## src/rtl/uart_pkg.sv

```systemverilog
`default_nettype none
// ============================================================================
// Module      : uart_pkg
// Description : Constants and FSM state encoding shared by the UART
//               transmitter and receiver.
// Revision    : 1.0 - initial release
// ============================================================================
package uart_pkg;

  // Receiver / transmitter frame-phase encoding
  typedef enum logic [1:0] {
    IDLE  = 2'd0,
    START = 2'd1,
    DATA  = 2'd2,
    STOP  = 2'd3
  } uart_state_t;

  // 50 MHz system clock, 9600 baud
  localparam int UART_CLKS_PER_BIT_9600 = 5208;
  localparam int UART_DATA_BITS         = 8;

endpackage : uart_pkg
`default_nettype wire

```

## src/rtl/uart_rx_sync.sv

```systemverilog
`default_nettype none
// ============================================================================
// Module      : uart_rx_sync
// Description : Multi-flop synchronizer for the asynchronous serial line plus
//               a registered falling-edge detector. Every flop resets to 1 so
//               that leaving reset on an idle-high line never looks like a
//               start bit.
// Revision    : 1.0 - initial release
// ============================================================================
module uart_rx_sync #(
  parameter int SYNC_STAGES = 2   // must be >= 2
) (
  input  logic clk,
  input  logic rst,
  input  logic i_rxd,
  output logic o_rxd_s,
  output logic o_fall
);

  logic [SYNC_STAGES-1:0] sync_q, sync_d;
  logic                   rxd_d_q, rxd_d_d;

  // Next values: shift the line into the chain, delay the synchronized bit once more
  always_comb begin
    sync_d  = {sync_q[SYNC_STAGES-2:0], i_rxd};
    rxd_d_d = sync_q[SYNC_STAGES-1];
  end

  // Synchronizer and edge-detect registers, preset to the idle (high) level
  always_ff @(posedge clk) begin
    if (rst) begin
      sync_q  <= '1;
      rxd_d_q <= 1'b1;
    end else begin
      sync_q  <= sync_d;
      rxd_d_q <= rxd_d_d;
    end
  end

  assign o_rxd_s = sync_q[SYNC_STAGES-1];
  assign o_fall  = rxd_d_q & ~sync_q[SYNC_STAGES-1];

endmodule : uart_rx_sync
`default_nettype wire

```

## src/rtl/uart_rxd.sv

```systemverilog
`default_nettype none
// ============================================================================
// Module      : uart_rxd
// Description : 8N1 UART receiver. Detects the start-bit falling edge,
//               samples every bit at its midpoint with an internal baud
//               counter, and emits a byte with a one-cycle done strobe or a
//               one-cycle framing-error strobe. Returns to IDLE at mid-stop
//               so back-to-back frames are accepted. DATA_BITS must be >= 2.
// Revision    : 1.0 - initial release
// ============================================================================
module uart_rxd
  import uart_pkg::*;
#(
  parameter int CLKS_PER_BIT = UART_CLKS_PER_BIT_9600,  // must be >= 16
  parameter int DATA_BITS    = UART_DATA_BITS,
  parameter int SYNC_STAGES  = 2                         // must be >= 2
) (
  input  logic                 clk,
  input  logic                 rst,
  input  logic                 i_rs232_rxd,
  output logic [DATA_BITS-1:0] o_data,
  output logic                 o_rx_done,
  output logic                 o_frame_err,
  output logic                 o_rx_busy
);

  localparam int HALF  = CLKS_PER_BIT / 2;
  localparam int CNT_W = $clog2(CLKS_PER_BIT);
  localparam int IDX_W = $clog2(DATA_BITS + 1);

  localparam logic [CNT_W-1:0] CNT_MID  = CNT_W'(HALF - 1);
  localparam logic [CNT_W-1:0] CNT_LAST = CNT_W'(CLKS_PER_BIT - 1);
  localparam logic [IDX_W-1:0] IDX_LAST = IDX_W'(DATA_BITS - 1);

  logic rxd_s;
  logic fall;

  uart_state_t          state_q, state_d;
  logic [CNT_W-1:0]     cnt_q, cnt_d;
  logic [IDX_W-1:0]     idx_q, idx_d;
  logic [DATA_BITS-1:0] shift_q, shift_d;
  logic [DATA_BITS-1:0] data_q, data_d;
  logic                 done_q, done_d;
  logic                 err_q, err_d;
  logic                 busy_q, busy_d;

  uart_rx_sync #(
    .SYNC_STAGES (SYNC_STAGES)
  ) u_sync (
    .clk     (clk),
    .rst     (rst),
    .i_rxd   (i_rs232_rxd),
    .o_rxd_s (rxd_s),
    .o_fall  (fall)
  );

  // Frame FSM: next state, baud/bit counters, shift register and strobes
  always_comb begin
    state_d = state_q;
    cnt_d   = cnt_q + 1'b1;
    idx_d   = idx_q;
    shift_d = shift_q;
    data_d  = data_q;
    done_d  = 1'b0;
    err_d   = 1'b0;

    case (state_q)
      IDLE: begin
        cnt_d = '0;
        // A held-low line gives no fall, so a break never re-arms
        if (fall) begin
          state_d = START;
        end
      end
      START: begin
        if (cnt_q == CNT_MID) begin
          cnt_d = '0;
          if (!rxd_s) begin
            state_d = DATA;
            idx_d   = '0;
          end else begin
            state_d = IDLE;  // glitch shorter than half a bit
          end
        end
      end
      DATA: begin
        if (cnt_q == CNT_LAST) begin
          cnt_d   = '0;
          // LSB arrives first, so shifting in from the top leaves it at bit 0
          shift_d = {rxd_s, shift_q[DATA_BITS-1:1]};
          if (idx_q == IDX_LAST) begin
            state_d = STOP;
          end else begin
            idx_d = idx_q + 1'b1;
          end
        end
      end
      STOP: begin
        if (cnt_q == CNT_LAST) begin
          cnt_d   = '0;
          state_d = IDLE;
          if (rxd_s) begin
            data_d = shift_q;
            done_d = 1'b1;
          end else begin
            err_d = 1'b1;
          end
        end
      end
      default: begin
        state_d = IDLE;
        cnt_d   = '0;
      end
    endcase

    busy_d = (state_d != IDLE);
  end

  // State and datapath registers
  always_ff @(posedge clk) begin
    if (rst) begin
      state_q <= IDLE;
      cnt_q   <= '0;
      idx_q   <= '0;
      shift_q <= '0;
      data_q  <= '0;
      done_q  <= 1'b0;
      err_q   <= 1'b0;
      busy_q  <= 1'b0;
    end else begin
      state_q <= state_d;
      cnt_q   <= cnt_d;
      idx_q   <= idx_d;
      shift_q <= shift_d;
      data_q  <= data_d;
      done_q  <= done_d;
      err_q   <= err_d;
      busy_q  <= busy_d;
    end
  end

  assign o_data      = data_q;
  assign o_rx_done   = done_q;
  assign o_frame_err = err_q;
  assign o_rx_busy   = busy_q;

endmodule : uart_rxd
`default_nettype wire

```

## config.mk

```make
export PLATFORM = sky130hd
export DESIGN_NAME = uart_rxd
export DESIGN_NICKNAME = d
export VERILOG_FILES = /design/src/rtl/uart_pkg.sv /design/src/rtl/uart_rx_sync.sv /design/src/rtl/uart_rxd.sv
export SDC_FILE = /design/constraint.sdc
export NUM_CORES = 1
export LEC_CHECK = 0
export CAP_MARGIN = 20
export CORE_ASPECT_RATIO = 0.8
export CORE_MARGIN = 2
export CORE_UTILIZATION = 35
export DETAILED_ROUTE_END_ITERATION = 8
export MAX_ROUTING_LAYER = met4
export PLACE_DENSITY = 0.51
export RECOVER_POWER = 100
export SLEW_MARGIN = 25
export SYNTH_ARGS = -nofsm -noshare
export SYNTH_HDL_FRONTEND = slang
export SYNTH_HIERARCHICAL = 1
export SYNTH_SLANG_ARGS = --single-unit
```

## constraint.sdc

```tcl
create_clock -name clk -period 2.05 [get_ports clk]
set_clock_uncertainty 0.15 [all_clocks]
set_input_delay 0.41 -clock clk [delete_from_list [all_inputs] [get_ports clk]]
set_output_delay 0.41 -clock clk [all_outputs]
set_load 0.03 [all_outputs]
```

; ---- Word level (Yosys, flattened, before mapping)
; Index checks and enable logic that the tools add are counted.
[totals]
out_inout_bits = 11
register_bits = 41
word_cells = 51
in_bits = 3
[classes]
n_reduce_logical = 8
n_eq_ne = 10
bitwise = 4
muxes = 17
addsub = 2
[ops]
columns = cell, count
row1 = case mux 13 bit (3 select lines), 1
row2 = two-way mux 13 bit, 2
row3 = two-way mux 4 bit, 4
row4 = "adder 13 x 1 -> 13 bit, second input constant", 1
row5 = "equality test 13 x 12 -> 1 bit, second input constant", 1
row6 = "equality test 13 bit, second input constant", 1
row7 = two-way mux 2 bit, 6
row8 = "!= test 2 bit, second input constant", 4
row9 = case mux 2 bit (4 select lines), 1
row10 = case mux 4 bit (2 select lines), 1
row11 = AND reduction 5 bit, 1
row12 = "adder 4 x 1 -> 4 bit, second input constant", 1
row13 = "equality test 2 bit, second input constant", 2
row14 = "equality test 4 x 3 -> 1 bit, second input constant", 1
row15 = nonzero test 2 bit, 2
row16 = inverter 1 bit, 3
row17 = AND reduction 3 bit, 1
row18 = OR reduction 3 bit, 1
row19 = "equality test 2 x 1 -> 1 bit, second input constant", 1
row20 = logical NOT 2 bit, 1
row21 = two-way mux 1 bit, 2
row22 = AND reduction 2 bit, 1
row23 = OR reduction 2 bit, 1
row24 = AND 1 bit, 1

; ---- Longest topological paths before layout
[depth]
depth_word = 5
depth_mapped = 6
depth_no_buf = 5

; ---- Modules after synthesis
; The synthesis kept the hierarchy.
[modules_own_cells]
columns = mod, area_each_um2, n_inst, seq_area_each_um2, cells_each
row1 = uart_rxd, 1664.1, 1, 760.7, 180
row2 = uart_rx_sync, 85.1, 1, 60.1, 7

; ---- Worst setup path after synthesis
; Ideal clock, no wire load.
[synth_path]
kind = register to register
startpoint = register cnt_q[0]
endpoint = register data_q[7] (netlist: o_data[7])
arrival_time_ns = 1.594
synth_period_minus_slack_ns = 1.872
path_stages_with_launch = 7
t_required_ns = 1.772
setup_ns = 0.128
path_slack_ns = 0.178
n_path_buf = 1
cell_sequence = dfxtp_1 > ha_1 > nand4bb_1 > or4_1 > buf_4 > mux2i_1 > nor2_1
[synth_between]
elab_chain_cells = 2
[synth_rtl]
columns = element, line
row1 = start: declaration, uart_rxd.sv:39  ; logic [CNT_W-1:0] cnt_q, cnt_d;
row2 = start signal: assignment, uart_rxd.sv:132  ; cnt_q <= cnt_d;
row3 = equality test 13 bit, uart_rxd.sv:99  ; if (cnt_q == CNT_LAST) begin
row4 = AND reduction 3 bit (no source line), -
row5 = end signal: assignment, uart_rxd.sv:135  ; data_q <= data_d;
row6 = end: declaration, uart_rxd.sv:42  ; logic [DATA_BITS-1:0] data_q, data_d;
; Every way passes these cells.
; A chain may end at the register's enable or synchronous reset.

; ---- Final worst setup path
[layout_path]
startpoint = register cnt_q[0]
endpoint = register data_q[1] (netlist: o_data[1])
; Same word-level chain as after synthesis.

==> impl_metrics.env <==
export IMPL_path_delay_family="simple AND/OR/NAND/NOR gates"
export IMPL_critPathLaunch="cnt_q[0]$_SDFF_PP0_"
export IMPL_drc=0
export IMPL_numCtsBuffers=5
export IMPL_drt_pre_antenna_iters=4
export IMPL_final_common_cell="dfxtp_1"
export IMPL_maxSlewViolCount=0
export IMPL_wl_met1_um=1810
export IMPL_synth_nets=192
export IMPL_pre_cts_ws_ps=68.9
export IMPL_irDropWorstVdd_mv=0.334
export IMPL_n_antenna_cell=0
export IMPL_viasPerCell=5.07
export IMPL_cts_max_path_buffers=2
export IMPL_timing_final_ws_setup_ps=108
export IMPL_cap_violations=0
export IMPL_synth_distinct_cells=40
export IMPL_cts_tree="done"
export IMPL_r2r_slack_ps=110
export IMPL_grt_antenna_before_repair=0
export IMPL_rsz0062_at_grt="false"
export IMPL_ff2ff_path_depth=6
export IMPL_critPathLaunchType="flip-flop"
export IMPL_status="finished clean"
export IMPL_ys_warnings_count=6
export IMPL_fin_nets=210
export IMPL_r2r_start="cnt_q[0]$_SDFF_PP0_"
export IMPL_syn_area_mm2=0.00175
export IMPL_die_height_um=67.2
export IMPL_max_slew_margin_pct=75.9
export IMPL_path_buf_inv=1
export IMPL_insertion_delay_ps=290
export IMPL_cts_root_buf="clkbuf_8"
export IMPL_wirelength_um=3330
export IMPL_routed_wl_met3_um=129
export IMPL_postCtsResizedCells=0
export IMPL_cts_hold_buf=0
export IMPL_arrival_ps=1970
export IMPL_grt_max_degree=21
export IMPL_fin_crit_ps=1940
export IMPL_synthCells=187
export IMPL_cts_max_level=2
export IMPL_worstPathCellList="ha_2 > nand4bb_1 > or4_1 > buf_4 > mux2i_1 > nor2_1"
export IMPL_place_detailed_hpwl_um=2340
export IMPL_final_cell_mix="dfxtp_1, nor2_1, mux2i_1, dlygate4sd3_1"
export IMPL_post_route_cell_area_mm2=0.00208
export IMPL_wire_per_inst_um=12.5
export IMPL_reg2reg_to="o_data[1]$_SDFFE_PP0P_"
export IMPL_path_max_fanout=9
export IMPL_grt_pass1_wl_um=5670
export IMPL_clk_pin_slew_worst_paths_ps=80
export IMPL_final_hold_violation_count=0
export IMPL_leakage_nw=0.863
export IMPL_fillers=451
export IMPL_start_util_pct=37.2
export IMPL_core_mm2=0.00471
export IMPL_whs_path_depth=1
export IMPL_highest_signal_layer="met4"
export IMPL_clock_sinks=41
export IMPL_first_iter_violations=69
export IMPL_worstSetupPathType="reg -> reg"
export IMPL_area_delta_synth_final_pct=19.2
export IMPL_required_ps=2080
export IMPL_die_w_um=83.0
export IMPL_layout_cells_non_filler=266
export IMPL_vias=1349
export IMPL_placedCellCount=258
export IMPL_fin_util_pct=44.3
export IMPL_place_congestion=0.821
export IMPL_min_to="u_sync/sync_q[1]$_SDFF_PP1_"
export IMPL_ys_seq_area_share_pct=46.9
export IMPL_grt_overflow_total=0
export IMPL_slowest_stage="or4_1"
export IMPL_met2_length_um=1350
export IMPL_grt_pass1_vias=1199
export IMPL_ant_nets=0
export IMPL_timing_final_crit_share_pct=94.7
export IMPL_hp_class="reg -> reg"
export IMPL_grt_usage_pct=13.2
export IMPL_placed_area_mm2=0.00197
export IMPL_avgSynthCellArea_um2=9.35
export IMPL_io_pins=14
export IMPL_hp_start="u_sync/sync_q[0]$_SDFF_PP1_"
export IMPL_p_per_area_mw_per_mm2=721
export IMPL_drive_gt1_share_pct=9.22
export IMPL_synth_seq_cells=41
export IMPL_die_area_mm2=0.00558
export IMPL_setup_tns_ps=0
export IMPL_max_freq_mhz=515
export IMPL_post_cts_buffers=0
export IMPL_crit_path_end_kind="flip-flop"
export IMPL_setup_violations=0
export IMPL_tightest_slew_ps=358
export IMPL_num_rows=22
export IMPL_portBuffers=13
export IMPL_critPathMaxStageDelay_ps=520
-- flip-flops by register name, summed over array words and instances (netlist names), 2 cells and up --
register	count
o_data	8
idx_q	4
state_q	2
cnt_q	13
shift_q	8
u_sync/sync_q	2
-- routing by layer --
layer,GRT usage (%),vias up
li1,-,693
met1,18.0,626
met2,18.8,26
met3,3.42,4
met4,5.53,0
met5,-,-
-- cell usage after synthesis, drive strengths merged --
cell / n / share of area (%)
nor4b: 2 / 1.0
dfxtp: 41 / 47
a211o: 1 / 0.50
o31a: 1 / 0.50
o21ai: 3 / 0.86
o22a: 1 / 0.50
and3b: 1 / 0.50
clkbuf: 3 / 0.64
nor3b: 1 / 0.43
xnor2: 9 / 4.5
a21o: 1 / 0.43
or2: 3 / 1.1
nand4bb: 3 / 1.9
nand4: 3 / 1.4
nor4: 4 / 1.4
o21bai: 1 / 0.43
nand2: 6 / 1.3
a311oi: 1 / 0.50
nor2b: 3 / 1.1
ha: 2 / 1.4
mux2i: 16 / 9.2
inv: 4 / 0.86
and4: 1 / 0.50
o31ai: 1 / 0.43
a31oi: 1 / 0.36
xor2: 2 / 1.0
and4bb: 3 / 2.1
nand2b: 2 / 0.72
a21oi: 2 / 0.57
nor2: 38 / 8.2
and3: 2 / 0.72
nand3: 9 / 2.6
a31o: 1 / 0.50
buf: 5 / 1.6
or4: 3 / 1.3
nor3: 7 / 2.0
-- power by group --
| group | switching, mW | internal, mW |
|---|---|---|
| logic | 0.0180 | 0.0139 |
| registers | 0.00532 | 0.801 |
| clock network | 0.268 | 0.397 |
| total | 0.291 | 1.21 |
-- final cells by class --
class	count	area, µm²	share of cell area, %
Multi-Input combinational cell	134	870	41.7
Sequential cell	41	823	39.5
Timing Repair Buffer	19	185	8.88
Clock buffer	7	86.3	4.14
Tap cell	60	75.1	3.60
Clock inverter	1	30.0	1.44
Inverter	4	15.0	0.720
-- per-stage QoR --
step                      hold slack, ps  total power, mW
final                                278             1.50
after global routing                 323             1.57
after detailed placement             255            0.858
after floorplan                      235            0.842
after global placement               244            0.857
after CTS                            283             1.52
-- worst register-to-register path, delay by kind of cell (launching register included) --
family	cells	cell delay, ps
AND/OR/NAND/NOR	3	730
adder cells (fa/ha/maj)	1	200
multiplexers	1	170
buffers and inverters	1	200
flip-flops	1	370
-- worst max path at each step --
stage,cells after the start,end
floorplan,6,o_data[7]$_SDFFE_PP0P_
global placement,6,o_data[7]$_SDFFE_PP0P_
detailed placement,6,o_data[1]$_SDFFE_PP0P_
CTS,6,o_data[1]$_SDFFE_PP0P_
global route,6,o_data[4]$_SDFFE_PP0P_
finish,6,o_data[1]$_SDFFE_PP0P_
-- cell families after synthesis --
family | count (synthesis) | synth area share (%)
AND/OR/NAND/NOR | 91 | 28.3
flip-flops | 41 | 46.9
multiplexers | 16 | 9.16
AO/OA/AOI/OAI | 14 | 5.58
buffers and inverters | 12 | 3.15
XOR/XNOR | 11 | 5.51
adder cells (fa/ha/maj) | 2 | 1.43
Note: power is estimated with default switching activity, not from simulation.
